## src/rtl/mu0_pkg.sv

```systemverilog
// MU0 shared definitions: opcodes, ALU function codes, default widths.
// Latency: none (constants only).
// Backpressure: none.
package mu0_pkg;

    localparam int DW = 16;
    localparam int AW = 12;

    // Instruction opcodes (IR[DW-1:AW])
    localparam logic [3:0] OP_LDA = 4'h0;
    localparam logic [3:0] OP_STO = 4'h1;
    localparam logic [3:0] OP_ADD = 4'h2;
    localparam logic [3:0] OP_SUB = 4'h3;
    localparam logic [3:0] OP_JMP = 4'h4;
    localparam logic [3:0] OP_JGE = 4'h5;
    localparam logic [3:0] OP_JNE = 4'h6;
    localparam logic [3:0] OP_STP = 4'h7;

    // ALU function select (M)
    localparam logic [1:0] ALU_LOAD = 2'b00;
    localparam logic [1:0] ALU_ADD  = 2'b01;
    localparam logic [1:0] ALU_INC  = 2'b10;
    localparam logic [1:0] ALU_SUB  = 2'b11;

endpackage

```

## src/rtl/mu0_datapath_if.sv

```systemverilog
// MU0 control-word / memory / status bundle between control FSM, memory and datapath.
// Latency: none (wires only).
// Backpressure: none; the datapath executes one control word per cycle.
//
// master: control FSM + memory side (drives control word and mem_din).
// slave : datapath (drives mem_addr/mem_dout/mem_we and status back to FSM).
interface mu0_datapath_if #(
    parameter int DW = mu0_pkg::DW,
    parameter int AW = mu0_pkg::AW
);
    // control word
    logic          reset;
    logic          Asel;
    logic          Xsel;
    logic          Ysel;
    logic [1:0]    M;
    logic          PCce;
    logic          IRce;
    logic          ACCce;
    logic          MemRW;
    // memory bus
    logic [DW-1:0] mem_din;
    logic [AW-1:0] mem_addr;
    logic [DW-1:0] mem_dout;
    logic          mem_we;
    // status back to the FSM / debug
    logic [DW-AW-1:0] opcode;
    logic          ACCmsb;
    logic          ACCor;
    logic          halted;
    logic [15:0]   instr_count;

    modport master (
        output reset, Asel, Xsel, Ysel, M, PCce, IRce, ACCce, MemRW, mem_din,
        input  mem_addr, mem_dout, mem_we, opcode, ACCmsb, ACCor, halted, instr_count
    );

    modport slave (
        input  reset, Asel, Xsel, Ysel, M, PCce, IRce, ACCce, MemRW, mem_din,
        output mem_addr, mem_dout, mem_we, opcode, ACCmsb, ACCor, halted, instr_count
    );

endinterface

```

## src/rtl/mu0_alu.sv

```systemverilog
// MU0 ALU: load / add / subtract / address-increment, result modulo 2^DW.
// Latency: combinational.
// Backpressure: none.
//
// Ports: X, Y operands; abus address for increment; mem_din for load; M function; result.
module mu0_alu #(
    parameter int DW = mu0_pkg::DW,
    parameter int AW = mu0_pkg::AW
) (
    input  logic [DW-1:0] X,
    input  logic [DW-1:0] Y,
    input  logic [AW-1:0] abus,
    input  logic [DW-1:0] mem_din,
    input  logic [1:0]    M,
    output logic [DW-1:0] result
);
    import mu0_pkg::*;

    logic [DW-1:0] abus_ext;
    assign abus_ext = {{(DW-AW){1'b0}}, abus};

    always_comb begin
        result = mem_din;
        case (M)
            ALU_LOAD: result = mem_din;
            ALU_ADD:  result = X + Y;
            ALU_INC:  result = abus_ext + DW'(1);
            ALU_SUB:  result = X - Y;
            default:  result = mem_din;
        endcase
    end

endmodule

```

## src/rtl/mu0_datapath.sv

```systemverilog
// MU0 datapath: PC/IR/ACC registers, address and operand muxes, ALU, retired-instruction counter.
// Latency: register updates visible one cycle after the control word; bus/status outputs combinational.
// Backpressure: none; one control word executed every cycle.
//
// Ports: sysclk, ext_reset_n (sync, active-low), bus (slave side: control word in,
// memory bus out, opcode/ACCmsb/ACCor/halted/instr_count status out).
module mu0_datapath #(
    parameter int DW = mu0_pkg::DW,
    parameter int AW = mu0_pkg::AW
) (
    input  logic           sysclk,
    input  logic           ext_reset_n,
    mu0_datapath_if.slave  bus
);
    import mu0_pkg::*;

    logic [AW-1:0] pc;
    logic [DW-1:0] ir;
    logic [DW-1:0] acc;
    logic [15:0]   icount;

    logic [AW-1:0] abus;
    logic [DW-1:0] x_op;
    logic [DW-1:0] y_op;
    logic [DW-1:0] result;

    // FETCH/JMP load PC and IR together; both muxes read pre-edge register values.
    assign abus = bus.Asel ? ir[AW-1:0] : pc;
    assign x_op = bus.Xsel ? {{(DW-AW){1'b0}}, pc} : acc;
    assign y_op = bus.Ysel ? {{(DW-AW){1'b0}}, ir[AW-1:0]} : bus.mem_din;

    mu0_alu #(.DW(DW), .AW(AW)) u_alu (
        .X       (x_op),
        .Y       (y_op),
        .abus    (abus),
        .mem_din (bus.mem_din),
        .M       (bus.M),
        .result  (result)
    );

    // External reset clears everything; FSM reset keeps the debug counter.
    // Enables are ignored in any clearing cycle.
    always_ff @(posedge sysclk) begin
        if (!ext_reset_n) begin
            pc     <= '0;
            ir     <= '0;
            acc    <= '0;
            icount <= '0;
        end else if (bus.reset) begin
            pc  <= '0;
            ir  <= '0;
            acc <= '0;
        end else begin
            if (bus.PCce)  pc  <= result[AW-1:0];
            if (bus.IRce)  ir  <= bus.mem_din;
            if (bus.ACCce) acc <= result;
            if (bus.IRce && (icount != 16'hFFFF)) icount <= icount + 16'd1;
        end
    end

    assign bus.mem_addr    = abus;
    assign bus.mem_dout    = acc;
    assign bus.mem_we      = bus.MemRW;
    assign bus.opcode      = ir[DW-1:AW];
    assign bus.ACCmsb      = acc[DW-1];
    assign bus.ACCor       = |acc;
    assign bus.halted      = (ir[DW-1:AW] == OP_STP);
    assign bus.instr_count = icount;

endmodule

```

## src/flat_wrapper.sv

```systemverilog
// flat-port wrapper written by rule: the top's interface ports become plain ports
module mu0_datapath_flat import mu0_pkg::*;
#(
    parameter int DW = mu0_pkg::DW,
    parameter int AW = mu0_pkg::AW
)
  (sysclk, ext_reset_n, bus_reset, bus_Asel, bus_Xsel, bus_Ysel, bus_M, bus_PCce, bus_IRce, bus_ACCce, bus_MemRW, bus_mem_din, bus_mem_addr, bus_mem_dout, bus_mem_we, bus_opcode, bus_ACCmsb, bus_ACCor, bus_halted, bus_instr_count);
  mu0_datapath_if #(.DW(DW), .AW(AW)) bus_i ();
  input  logic sysclk;
  input  logic ext_reset_n;
  input wire logic [$bits(bus_i.reset)-1:0] bus_reset;
  input wire logic [$bits(bus_i.Asel)-1:0] bus_Asel;
  input wire logic [$bits(bus_i.Xsel)-1:0] bus_Xsel;
  input wire logic [$bits(bus_i.Ysel)-1:0] bus_Ysel;
  input wire logic [$bits(bus_i.M)-1:0] bus_M;
  input wire logic [$bits(bus_i.PCce)-1:0] bus_PCce;
  input wire logic [$bits(bus_i.IRce)-1:0] bus_IRce;
  input wire logic [$bits(bus_i.ACCce)-1:0] bus_ACCce;
  input wire logic [$bits(bus_i.MemRW)-1:0] bus_MemRW;
  input wire logic [$bits(bus_i.mem_din)-1:0] bus_mem_din;
  output wire logic [$bits(bus_i.mem_addr)-1:0] bus_mem_addr;
  output wire logic [$bits(bus_i.mem_dout)-1:0] bus_mem_dout;
  output wire logic [$bits(bus_i.mem_we)-1:0] bus_mem_we;
  output wire logic [$bits(bus_i.opcode)-1:0] bus_opcode;
  output wire logic [$bits(bus_i.ACCmsb)-1:0] bus_ACCmsb;
  output wire logic [$bits(bus_i.ACCor)-1:0] bus_ACCor;
  output wire logic [$bits(bus_i.halted)-1:0] bus_halted;
  output wire logic [$bits(bus_i.instr_count)-1:0] bus_instr_count;
  assign bus_i.reset = bus_reset;
  assign bus_i.Asel = bus_Asel;
  assign bus_i.Xsel = bus_Xsel;
  assign bus_i.Ysel = bus_Ysel;
  assign bus_i.M = bus_M;
  assign bus_i.PCce = bus_PCce;
  assign bus_i.IRce = bus_IRce;
  assign bus_i.ACCce = bus_ACCce;
  assign bus_i.MemRW = bus_MemRW;
  assign bus_i.mem_din = bus_mem_din;
  assign bus_mem_addr = bus_i.mem_addr;
  assign bus_mem_dout = bus_i.mem_dout;
  assign bus_mem_we = bus_i.mem_we;
  assign bus_opcode = bus_i.opcode;
  assign bus_ACCmsb = bus_i.ACCmsb;
  assign bus_ACCor = bus_i.ACCor;
  assign bus_halted = bus_i.halted;
  assign bus_instr_count = bus_i.instr_count;
  mu0_datapath #(.DW(DW), .AW(AW)) u_core (.sysclk(sysclk), .ext_reset_n(ext_reset_n), .bus(bus_i));
endmodule
```

## config.mk

```make
export PLATFORM = sky130hd
export DESIGN_NAME = mu0_datapath_flat
export DESIGN_NICKNAME = d
export VERILOG_FILES = /design/src/rtl/mu0_pkg.sv /design/src/rtl/mu0_datapath_if.sv /design/src/rtl/mu0_alu.sv /design/src/rtl/mu0_datapath.sv /design/src/flat_wrapper.sv
export SDC_FILE = /design/constraint.sdc
export NUM_CORES = 1
export LEC_CHECK = 0
export CAP_MARGIN = 20
export CORE_ASPECT_RATIO = 1.25
export CORE_UTILIZATION = 49
export DETAILED_ROUTE_END_ITERATION = 10
export PLACE_DENSITY = 0.87
export SYNTH_ARGS = -nofsm -noshare
export SYNTH_HDL_FRONTEND = slang
export SYNTH_SLANG_ARGS = --single-unit
```

## constraint.sdc

```tcl
create_clock -name sysclk -period 4.05 [get_ports sysclk]
set_input_delay 0.81 -clock sysclk [delete_from_list [all_inputs] [get_ports sysclk]]
set_output_delay 0.81 -clock sysclk [all_outputs]
set_load 0.02 [all_outputs]
```

==> results_tabular.tex, run 1 <==
\begin{tabular}{lr}
\hline
Metric & Value \\
\hline
\multicolumn{2}{l}{\textbf{Outcome}} \\
Outcome & finished, final reports clean \\
\multicolumn{2}{l}{\textbf{Worst setup path}} \\
Crit path capture type & register \\
Crit path max-delay family & compound AO/OA/AOI/OAI gates \\
Critical-path cell with the highest stage delay & nor4\_1 \\
Worst R2R End & u\_core.bus.mem\_dout[15]\$\_SDFFE\_PP0P\_ \\
Largest stage delay on the critical path & 0.48 ns \\
Cell repeated most along the worst path & a21oi\_1 \\
Req. time, crit path & 4.33 ns \\
Crit Path Max Fanout & 4 \\
Flop-to-flop setup slack & 0.78 ns \\
Worst-path cell chain & clkdlybuf4s50\_1 > nor4\_1 > a32oi\_1 > buf\_4 > or2\_2 > o21ai\_0 > a21oi\_1 > nor2\_1 > a31oi\_1 > ha\_1 > a21o\_1 > a21oi\_1 > o21ai\_1 > xnor2\_1 > a211oi\_1 \\
Critical path class & input port to register \\
Worst Path Arrival & 4.04 ns \\
Worst path bufs/invs & 2 \\
Logic depth of the worst register-to-register path & 13 \\
CP Launch Type & input port \\
Critical R2R Launch & u\_core.ir[3]\$\_SDFFE\_PP0P\_ \\
\multicolumn{2}{l}{\textbf{Logic synthesis}} \\
Register bit count reported by yosys & 60 \\
Dominant register cell in the synthesized netlist & dfxtp\_1 \\
Number of flops mapped to enable cells by yosys & 0 \\
Async SR Flop Fraction & 0\% \\
Sequential share of the synthesized area & 26.70\% \\
Syn Nets & 590 \\
Count of warnings emitted by yosys & 0 \\
Mean instance size in the synthesized netlist & 8.284 sq um \\
Portion of synthesized cell area occupied by the leading cell type & 26.70\% \\
Library cells used by synthesis & 64 \\
Number of standard cells after synthesis & 543 \\
Syn Std Cell Area & 4498 sq um \\
Dominant cell type by area after synthesis & dfxtp\_1 \\
Leading post-synthesis cells by cell area & dfxtp\_1 (27\%), mux2i\_1 (9.8\%), xnor2\_1 (6.6\%), mux2\_2 (5.3\%), ha\_1 (5.0\%) \\
\multicolumn{2}{l}{\textbf{GRT}} \\
First-pass GRT wire length & 21350 microns \\
Pin count of the biggest net entering global routing & 33 \\
Vias in the first global route & 4331 \\
Congestion Overflow GR & 0 \\
Total track usage & 29.63\% \\
Initial antenna violation count & 0 \\
\multicolumn{2}{l}{\textbf{Floorplanning}} \\
Std cell rows & 38 \\
I/O pin count & 80 \\
Die outline width & 87.70 microns \\
Die area & 9569 sq um \\
Core outline area & 8796 sq um \\
Die Height & 109.1 microns \\
Starting density of the core & 51.14\% \\
\multicolumn{2}{l}{\textbf{Layout}} \\
Fill count & 735 \\
Most frequent cells in the layout & clkdlybuf4s50\_1 (76), dfxtp\_1 (60), nor2\_1 (48) \\
Area growth from synthesis to final layout & 28.26\% \\
Net total in the final layout & 683 \\
Finished Core Util & 65.59\% \\
Cell area after layout & 5769 sq um \\
Antenna diode count & 0 \\
Commonest non-fill, non-tap cell in the layout & clkdlybuf4s50\_1 \\
Share of post-route cells with drive strength above 1 & 13.26\% \\
\multicolumn{2}{l}{\textbf{Pwr}} \\
Cell leakage power & 2.413 nW \\
Clock network power share & 33.0\% \\
Internal power & 1.178 mW \\
Switching portion of total power & 32.38\% \\
Combinational share of power & 30.4\% \\
Sequential cell fraction of total power & 36.6\% \\
Worst voltage drop across the vdd grid & 0.1755 mV \\
Sw Pwr & 0.5643 mW \\
Power Density & 302.0 nW/um\^{}2 \\
\multicolumn{2}{l}{\textbf{Route}} \\
Routed wl met2 & 6409 microns \\
Routed via count divided by cell count & 5.825 \\
Violation count after the first detailed-route iteration & 214 \\
Post-DRT Antenna Nets & 0 \\
DRC violation count after routing & 0 \\
Wire length reported by the detailed router & 13460 microns \\
Post-detailed-route wirelength per cell & 17.68 microns \\
DRT Pass-1 Iters & 5 \\
Top sig layer & met4 \\
Vias after detailed routing & 4433 \\
Met1 wire length & 5351 microns \\
Met3 Routed Length & 752 microns \\
\multicolumn{2}{l}{\textbf{Clocking}} \\
Latest clock arrival within the worst-skew pair & 0.36 ns \\
Clock tree from TritonCTS & yes \\
CTS root buffer & clkbuf\_8 \\
Number of cells upsized or downsized after cts & 0 \\
TritonCTS sink count & 60 \\
Post-CTS Setup Repair Bufs & 0 \\
CTS H-tree depth & 3 \\
Clk slew on worst S/H paths & 0.07 ns \\
Quantity of hold-fixing buffers added after cts & 0 \\
Maximum count of clock buffers along a single path & 2 \\
CTS Buf Count & 9 \\
\multicolumn{2}{l}{\textbf{Placed design}} \\
Global placer's final weighted congestion & 0.9828 \\
Count of input and output buffers & 77 \\
Placed wire-length estimate after detailed placement & 10260 microns \\
Area of placed instances & 5564 sq um \\
\multicolumn{2}{l}{\textbf{Timing}} \\
Worst-case headroom to the max-slew limit & 62.12\% \\
RSZ-0062 raised after global routing & no \\
Highest clock frequency the design can meet & 0.2657 GHz \\
Final hold vios & 0 \\
Worst-case clock skew & 0.008033 ns \\
Final period utilization & 92.92\% \\
Accumulated negative setup slack & 0 ns \\
Final period demand of the worst path & 3.763 ns \\
Final worst hold slack & 0.5092 ns \\
Tightest Pin Transition & 0.5665 ns \\
Number of failing setup endpoints in the final timing report & 0 \\
Final Max Slew Viols & 0 \\
\multicolumn{2}{l}{\textbf{Hold path}} \\
Launch point of the worst hold path & u\_core.bus.instr\_count[9]\$\_SDFFE\_PN0P\_ \\
Worst Hold Class & register to register \\
Hold path endpoint & u\_core.bus.instr\_count[9]\$\_SDFFE\_PN0P\_ \\
WHS Path Cells & 2 \\
\multicolumn{2}{l}{\textbf{Job}} \\
Max\_cap viols & 0 \\
\hline
\end{tabular}
[area by class of cell]
cell class | count | area, sq um | area share [%]
well taps | 120 | 150.1 | 2.602
clock inverters | 4 | 47.55 | 0.8241
flip-flops and latches | 60 | 1201 | 20.82
clock buffers | 12 | 155.1 | 2.689
repair buffers | 115 | 1071 | 18.56
inverters | 17 | 63.81 | 1.106
multi-input cells | 433 | 3080 | 53.39
[cells in the mapped netlist, types with 2 or more instances]
library cell / n
nor2b_1: 14
o211ai_1: 4
inv_1: 17
xor2_1: 12
a21boi_0: 2
nor4_1: 9
a21boi_1: 3
mux2_2: 21
mux2i_1: 44
or3_1: 4
nor3_1: 9
and4_1: 3
o21ai_1: 3
a22oi_1: 2
a31oi_1: 5
clkbuf_1: 16
ha_1: 18
buf_2: 2
dfxtp_1: 60
nand4_1: 7
o22ai_1: 3
nand3_1: 14
a211o_1: 2
buf_1: 8
o21ai_0: 32
a22o_1: 3
o21a_1: 5
nand2b_1: 6
and2_1: 12
a211oi_1: 10
o31a_1: 2
xnor2_1: 34
a21oi_1: 27
a31o_1: 2
a21o_1: 4
nand2_1: 34
buf_4: 7
nor2_1: 48
nor4b_1: 2
or2_2: 2
nand3b_1: 3
and3_1: 6
[through the flow]
step / setup slack (ns) / std cells / power [mW]
2_1_floorplan: 0.02371 / 543 / 0.9762
5_1_grt: 0.1087 / 761 / 1.819
4_1_cts: 0.1047 / 761 / 1.746
3_3_place_gp: -0.1018 / 745 / 1.160
3_5_place_dp: -0.2456 / 745 / 1.173
6_report: 0.2868 / 761 / 1.743
[worst max path at each step]
stage                         from                                    to  depth (start not counted)
CTS                       bus_Ysel  u_core.bus.mem_dout[15]$_SDFFE_PP0P_                         15
global placement          bus_Ysel  u_core.bus.mem_dout[14]$_SDFFE_PP0P_                         12
global route        bus_mem_din[3]  u_core.bus.mem_dout[15]$_SDFFE_PP0P_                         15
detailed placement        bus_Ysel  u_core.bus.mem_dout[15]$_SDFFE_PP0P_                         15
floorplan                 bus_Ysel  u_core.bus.mem_dout[15]$_SDFFE_PP0P_                         17
finish              bus_mem_din[3]  u_core.bus.mem_dout[15]$_SDFFE_PP0P_                         15
[worst min-delay path, cell delays in order, from the launching register on]
cell	delay, ns
dfxtp_1	0.33
o21ai_0	0.07
a21boi_1	0.06
[power groups by stage]
stage               sequential (mW)  clock (mW)  combinational (mW)
global route                  0.640       0.607               0.572
CTS                           0.637       0.583               0.525
finish                        0.638       0.575               0.530
detailed placement            0.650           0               0.522
floorplan                     0.651           0               0.325
global placement              0.649           0               0.511
[metal layers]
metal  vias to the layer above  track usage (%)
met4                         0            22.60
met2                       181            50.45
met5                         -                0
met1                      2053            31.81
met3                        65            6.359
li1                       2134                -
[state kept, by name, indices dropped and copies added (netlist names)]
name,flops
u_core.ir,16
u_core.pc,12
u_core.bus.mem_dout,16
u_core.bus.instr_count,16
[logic make-up after synthesis]
logic type,after synthesis,share of synthesized area [%]
DFF,60,26.70
adders and majority gates,19,5.452
xor gates and xnor gates,46,8.957
buffers and inverters,50,4.812
AOI/OAI and AO/OA,123,17.94
and+or+nand+nor,179,20.78
muxes,66,15.35
Note: power is estimated with default switching activity, not from simulation.
==> run 2, diff against run 1 <==
--- a/config.mk
+++ b/config.mk
@@ -7,9 +7,9 @@
 export LEC_CHECK = 0
 export CAP_MARGIN = 20
 export CORE_ASPECT_RATIO = 1.25
-export CORE_UTILIZATION = 49
+export CORE_UTILIZATION = 58
 export DETAILED_ROUTE_END_ITERATION = 10
-export PLACE_DENSITY = 0.87
+export PLACE_DENSITY = 0.95
 export SYNTH_ARGS = -nofsm -noshare
 export SYNTH_HDL_FRONTEND = slang
 export SYNTH_SLANG_ARGS = --single-unit
==> constraint.sdc (replaced) <==
create_clock -name sysclk -period 4.5 [get_ports sysclk]
set_input_delay 0.9 -clock sysclk [delete_from_list [all_inputs] [get_ports sysclk]]
set_output_delay 0.9 -clock sysclk [all_outputs]
set_load 0.02 [all_outputs]
==> run 2 against run 1 <==
Net effect:
- first-iteration DRC count rose by 40%
- sequential share of layout area rose by 0.74 points
- non-clock buffer count fell by 25
- hold slack improved by 0.0092 ns
- critical path type unchanged
==> results_tabular.tex, run 2 (synthesis gave the netlist of run 1 again) <==
\begin{tabular}{lr}
\hline
Metric & Value \\
\hline
\multicolumn{2}{l}{\textbf{Worst setup path}} \\
CP Launch Type & input port \\
Logic depth of the worst register-to-register path & 13 \\
Critical R2R Launch & u\_core.ir[3]\$\_SDFFE\_PP0P\_ \\
Worst R2R End & u\_core.bus.mem\_dout[15]\$\_SDFFE\_PP0P\_ \\
Req. time, crit path & 4.76 ns \\
Flop-to-flop setup slack & 1.19 ns \\
Crit path capture type & register \\
Crit Path Max Fanout & 30 \\
Critical-path cell with the highest stage delay & clkdlybuf4s50\_1 \\
Worst Path Arrival & 4.43 ns \\
Worst-path cell chain & clkdlybuf4s50\_1 > buf\_12 > mux2i\_1 > ha\_1 > o211ai\_1 > nand2b\_1 > o21ai\_0 > xnor2\_1 > ha\_1 > a21oi\_1 > nor2\_1 > a211oi\_1 > o31a\_1 > o21ai\_1 > xnor2\_1 > a211oi\_1 \\
Critical path class & input port to register \\
Largest stage delay on the critical path & 0.51 ns \\
\multicolumn{2}{l}{\textbf{Timing}} \\
Highest clock frequency the design can meet & 0.2397 GHz \\
Worst-case clock skew & 0.008543 ns \\
Final period utilization & 92.69\% \\
Number of failing setup endpoints in the final timing report & 0 \\
Setup WS post-layout & 0.3288 ns \\
Tightest Pin Transition & 1.008 ns \\
Final Max Slew Viols & 0 \\
RSZ-0062 raised after global routing & no \\
Worst-case headroom to the max-slew limit & 32.78\% \\
Final period demand of the worst path & 4.171 ns \\
Accumulated negative setup slack & 0 ns \\
Final hold vios & 0 \\
\multicolumn{2}{l}{\textbf{Clocking}} \\
TritonCTS sink count & 60 \\
Clk slew on worst S/H paths & 0.06 ns \\
Quantity of hold-fixing buffers added after cts & 0 \\
Clock tree from TritonCTS & yes \\
CTS root buffer & clkbuf\_8 \\
Post-CTS Setup Repair Bufs & 0 \\
CTS H-tree depth & 3 \\
Maximum count of clock buffers along a single path & 2 \\
Latest clock arrival within the worst-skew pair & 0.34 ns \\
CTS Buf Count & 9 \\
Number of cells upsized or downsized after cts & 0 \\
\multicolumn{2}{l}{\textbf{Floorplanning}} \\
Starting density of the core & 60.42\% \\
Die area & 8114 sq um \\
Die Height & 100.5 microns \\
Std cell rows & 35 \\
I/O pin count & 80 \\
Die outline width & 80.77 microns \\
Core outline area & 7445 sq um \\
\multicolumn{2}{l}{\textbf{GRT}} \\
Met2 demand-to-capacity share in global routing & 57.69\% \\
GR Layer Usage met3 & 5.611\% \\
Congestion Overflow GR & 0 \\
Global route hottest layer & met2 \\
Met1 capacity usage during global routing & 38.46\% \\
Initial antenna violation count & 0 \\
First-pass GRT wire length & 20720 microns \\
Total track usage & 33.59\% \\
Pin count of the biggest net entering global routing & 31 \\
Vias in the first global route & 4241 \\
\multicolumn{2}{l}{\textbf{Pwr}} \\
Total power draw & 1.541 mW \\
Worst voltage drop across the vdd grid & 0.2369 mV \\
Cell leakage power & 2.296 nW \\
Power Density & 276.7 nW/um\^{}2 \\
\multicolumn{2}{l}{\textbf{Hold path}} \\
Launch point of the worst hold path & u\_core.bus.mem\_dout[4]\$\_SDFFE\_PP0P\_ \\
Worst Hold Class & register to register \\
WHS Path Cells & 2 \\
Hold path endpoint & u\_core.bus.mem\_dout[4]\$\_SDFFE\_PP0P\_ \\
\multicolumn{2}{l}{\textbf{Placed design}} \\
Count of input and output buffers & 77 \\
Global placer's final weighted congestion & 0.9519 \\
Placed wire-length estimate after detailed placement & 9671 microns \\
Worst slack after detailed placement & 0.04981 ns \\
Area of placed instances & 5334 sq um \\
\multicolumn{2}{l}{\textbf{Layout}} \\
Antenna diode count & 0 \\
Finished Core Util & 74.82\% \\
Net total in the final layout & 658 \\
Cell area after layout & 5570 sq um \\
Most frequent cells in the layout & clkdlybuf4s50\_1 (77), dfxtp\_1 (60), nor2\_1 (48) \\
Area growth from synthesis to final layout & 23.84\% \\
Commonest non-fill, non-tap cell in the layout & clkdlybuf4s50\_1 \\
Share of post-route cells with drive strength above 1 & 9.609\% \\
\multicolumn{2}{l}{\textbf{Route}} \\
Violation count after the first detailed-route iteration & 299 \\
Routed via count divided by cell count & 6.319 \\
Post-DRT Antenna Nets & 0 \\
Wire length reported by the detailed router & 12970 microns \\
Post-detailed-route wirelength per cell & 18.38 microns \\
DRT Pass-1 Iters & 7 \\
Vias after detailed routing & 4461 \\
DRC violation count after routing & 0 \\
\multicolumn{2}{l}{\textbf{Outcome}} \\
Outcome & finished, final reports clean \\
\multicolumn{2}{l}{\textbf{Job}} \\
Max\_cap viols & 0 \\
\hline
\end{tabular}
==> run 2: worst max-delay path by stage <==
stage | endpoint | from | cells after the start | slack, ns
3_3_place_gp | u_core.bus.mem_dout[15]$_SDFFE_PP0P_ | bus_Ysel | 16 | 0.19
2_1_floorplan | u_core.bus.mem_dout[15]$_SDFFE_PP0P_ | bus_Ysel | 17 | 0.25
3_5_place_dp | u_core.bus.mem_dout[15]$_SDFFE_PP0P_ | bus_Ysel | 16 | 0.05
4_1_cts | u_core.bus.mem_dout[15]$_SDFFE_PP0P_ | bus_Ysel | 16 | 0.39
5_1_grt | u_core.bus.mem_dout[15]$_SDFFE_PP0P_ | bus_Ysel | 16 | 0.09
6_report | u_core.bus.mem_dout[15]$_SDFFE_PP0P_ | bus_Ysel | 16 | 0.33
==> run 2: critical path, delay by kind of cell <==
kind | cells | cell delay (ns)
xor+xnor | 2 | 0.31
fa+ha+maj | 2 | 0.55
compound gates | 7 | 1.42
mux | 1 | 0.25
buf+inv | 2 | 0.71
simple gates | 2 | 0.28
==> run 2: per-layer routing <==
layer  up-vias  wire length [microns]
met2       244                   6353
met3        55                    897
met1      2078                   5007
met5         -                      0
li1       2084                      -
met4         0                    714
==> run 2: stage by stage <==
step                hold WS (ns)  cells
global placement          0.4799    691
CTS                       0.5188    705
detailed placement        0.5104    691
global route              0.5543    706
floorplan                 0.4768    543
finish                    0.5184    706
==> run 2: where the power goes <==
group          leakage [nW]  switching [mW]  internal [mW]
combinational          1.70           0.241          0.203
sequential            0.488          0.0237          0.550
clock                 0.108           0.213          0.310
total                  2.30           0.478           1.06
==> run 2: final cells by class <==
cell class / count / area (sq um)
repair buffers: 90 / 900.9
well taps: 92 / 115.1
clock inverters: 1 / 30.03
clock buffers: 13 / 178.9
fillers: 571 / 1874
inverters: 17 / 63.81
multi-input cells: 433 / 3080
flip-flops and latches: 60 / 1201
==> run 3, diff against run 2 <==
--- a/config.mk
+++ b/config.mk
@@ -7,9 +7,11 @@
 export LEC_CHECK = 0
 export CAP_MARGIN = 20
 export CORE_ASPECT_RATIO = 1.25
-export CORE_UTILIZATION = 58
+export CORE_UTILIZATION = 60
+export CTS_CLUSTER_SIZE = 30
 export DETAILED_ROUTE_END_ITERATION = 10
-export PLACE_DENSITY = 0.95
+export DONT_BUFFER_PORTS = 1
+export PLACE_DENSITY = 0.85
 export SYNTH_ARGS = -nofsm -noshare
 export SYNTH_HDL_FRONTEND = slang
 export SYNTH_SLANG_ARGS = --single-unit
==> run 3 against run 2 <==
Net effect:
- global-route usage fell by 1.1 points
- clock power rose by 4.6%
- non-clock buffer count fell by 88
- worst setup slack improved by 0.78 ns
- hold slack improved by 0.024 ns
- clock skew barely moved
- via count fell by 9.3%
- critical path depth fell by 5
- largest cell class unchanged
==> results_tabular.tex, run 3 (synthesis gave the netlist of run 1 again) <==
\begin{tabular}{lr}
\hline
Metric & Value \\
\hline
\multicolumn{2}{l}{\textbf{Outcome}} \\
Outcome & finished, final reports clean \\
\multicolumn{2}{l}{\textbf{Pwr}} \\
Power Density & 310.9 nW/um\^{}2 \\
Cell leakage power & 1.952 nW \\
Worst voltage drop across the vdd grid & 0.2246 mV \\
Internal power & 1.024 mW \\
Clock network power share & 37.6\% \\
Switching portion of total power & 29.75\% \\
Sw Pwr & 0.4339 mW \\
Combinational share of power & 22.2\% \\
Total power draw & 1.458 mW \\
Sequential cell fraction of total power & 40.3\% \\
\multicolumn{2}{l}{\textbf{Clocking}} \\
CTS H-tree depth & 3 \\
Latest clock arrival within the worst-skew pair & 0.35 ns \\
CTS Buf Count & 9 \\
CTS root buffer & clkbuf\_8 \\
Quantity of hold-fixing buffers added after cts & 0 \\
Post-CTS Setup Repair Bufs & 0 \\
Number of cells upsized or downsized after cts & 0 \\
Clk slew on worst S/H paths & 0.07 ns \\
TritonCTS sink count & 60 \\
Clock tree from TritonCTS & yes \\
Maximum count of clock buffers along a single path & 2 \\
\multicolumn{2}{l}{\textbf{Layout}} \\
Final cell count without fillers & 618 \\
Commonest non-fill, non-tap cell in the layout & dfxtp\_1 \\
Most frequent cells in the layout & dfxtp\_1 (60), nor2\_1 (48), mux2i\_1 (44) \\
Area growth from synthesis to final layout & 4.284\% \\
Share of post-route cells with drive strength above 1 & 9.091\% \\
Antenna diode count & 0 \\
Net total in the final layout & 570 \\
Fill count & 599 \\
Cell area after layout & 4691 sq um \\
Area of the multi-input gates & 3080 sq um \\
Area of all sequential standard cells & 1201 sq um \\
Finished Core Util & 66.03\% \\
\multicolumn{2}{l}{\textbf{Placed design}} \\
Number of instances in the placed design & 602 \\
Area of placed instances & 4473 sq um \\
Count of input and output buffers & 0 \\
Global placer's final weighted congestion & 0.9514 \\
Worst slack after detailed placement & 0.7950 ns \\
Placed wire-length estimate after detailed placement & 9010 microns \\
\multicolumn{2}{l}{\textbf{GRT}} \\
Pin count of the biggest net entering global routing & 32 \\
Initial antenna violation count & 0 \\
Congestion Overflow GR & 0 \\
Total track usage & 32.53\% \\
First-pass GRT wire length & 19710 microns \\
Vias in the first global route & 4074 \\
\multicolumn{2}{l}{\textbf{Timing}} \\
Worst-case clock skew & 0.008673 ns \\
Number of failing setup endpoints in the final timing report & 0 \\
Accumulated negative setup slack & 0 ns \\
RSZ-0062 raised after global routing & no \\
Final hold vios & 0 \\
Final period demand of the worst path & 3.388 ns \\
Setup WS post-layout & 1.112 ns \\
Tightest Pin Transition & 0.5946 ns \\
Final period utilization & 75.29\% \\
Final Max Slew Viols & 0 \\
Final worst hold slack & 0.5420 ns \\
Highest clock frequency the design can meet & 0.2952 GHz \\
Worst-case headroom to the max-slew limit & 60.31\% \\
\multicolumn{2}{l}{\textbf{Route}} \\
Routed via count divided by cell count & 6.549 \\
Post-detailed-route wirelength per cell & 19.56 microns \\
DRC violation count after routing & 0 \\
Post-DRT Antenna Nets & 0 \\
Violation count after the first detailed-route iteration & 217 \\
Vias after detailed routing & 4047 \\
DRT Pass-1 Iters & 4 \\
Wire length reported by the detailed router & 12090 microns \\
\multicolumn{2}{l}{\textbf{Worst setup path}} \\
Flop-to-flop setup slack & 1.29 ns \\
CP Launch Type & input port \\
Logic depth of the worst register-to-register path & 11 \\
Critical path class & input port to register \\
Worst-path cell chain & nor4\_1 > a32oi\_1 > nand2\_1 > xor2\_1 > ha\_1 > a2111oi\_0 > a22oi\_1 > a31o\_1 > a31oi\_1 > xor2\_1 > a31oi\_1 \\
Critical R2R Launch & u\_core.ir[3]\$\_SDFFE\_PP0P\_ \\
Crit path capture type & register \\
Crit Path Max Fanout & 6 \\
Largest stage delay on the critical path & 0.44 ns \\
Req. time, crit path & 4.73 ns \\
Worst R2R End & u\_core.bus.mem\_dout[14]\$\_SDFFE\_PP0P\_ \\
Worst path bufs/invs & 0 \\
Critical-path cell with the highest stage delay & a2111oi\_0 \\
Worst Path Arrival & 3.61 ns \\
Crit path max-delay family & compound AO/OA/AOI/OAI gates \\
\multicolumn{2}{l}{\textbf{Floorplanning}} \\
Die outline width & 79.45 microns \\
Die Height & 98.81 microns \\
Core outline area & 7104 sq um \\
I/O pin count & 80 \\
Starting density of the core & 63.31\% \\
Die area & 7850 sq um \\
Std cell rows & 34 \\
\multicolumn{2}{l}{\textbf{Hold path}} \\
Worst Hold Class & register to register \\
Launch point of the worst hold path & u\_core.pc[9]\$\_SDFFE\_PP0P\_ \\
Hold path endpoint & u\_core.pc[9]\$\_SDFFE\_PP0P\_ \\
WHS Path Cells & 2 \\
\multicolumn{2}{l}{\textbf{Job}} \\
Max\_cap viols & 0 \\
\hline
\end{tabular}
==> run 3: how the worst max path moves through the flow <==
| stage | startpoint | cells after the start | slack [ns] | to |
|---|---|---|---|---|
| final | bus_mem_din[3] | 11 | 1.11 | u_core.bus.mem_dout[14]$_SDFFE_PP0P_ |
| after global routing | bus_mem_din[3] | 11 | 0.79 | u_core.bus.mem_dout[14]$_SDFFE_PP0P_ |
| after CTS | bus_mem_din[3] | 11 | 1.14 | u_core.bus.mem_dout[14]$_SDFFE_PP0P_ |
| after detailed placement | bus_mem_din[3] | 11 | 0.79 | u_core.bus.mem_dout[14]$_SDFFE_PP0P_ |
| after global placement | bus_mem_din[3] | 11 | 0.85 | u_core.bus.mem_dout[14]$_SDFFE_PP0P_ |
| after floorplan | bus_Ysel | 17 | 0.25 | u_core.bus.mem_dout[15]$_SDFFE_PP0P_ |
==> run 3: worst reg2reg max path: stages (launching register included) <==
cell       delay (ns)
dfxtp_1          0.39
nor4b_1          0.43
a32oi_1          0.21
nand2_1          0.14
xor2_1           0.19
ha_1             0.30
a2111oi_0        0.44
a22oi_1          0.22
a31o_1           0.29
a31oi_1          0.22
xor2_1           0.17
a31oi_1          0.09
==> run 3: layout make-up <==
cell class	instances	area share (%)
inverters	17	1.360
clock buffers	12	3.094
well taps	90	2.401
clock inverters	4	1.547
flip-flops and latches	60	25.61
repair buffers	2	0.3201
multi-input cells	433	65.67
==> run 3: layer usage <==
metal / global-route usage, % / routed length, microns
met5: 0 / 0
met2: 53.98 / 5790
met1: 35.80 / 4811
met3: 9.074 / 855
met4: 21.12 / 633
==> run 3: power by group through the flow <==
stage | combinational, mW | sequential [mW] | clock, mW
floorplan | 0.292 | 0.586 | 0
global placement | 0.310 | 0.598 | 0
detailed placement | 0.318 | 0.598 | 0
CTS | 0.321 | 0.587 | 0.554
global route | 0.358 | 0.590 | 0.578
finish | 0.324 | 0.587 | 0.548
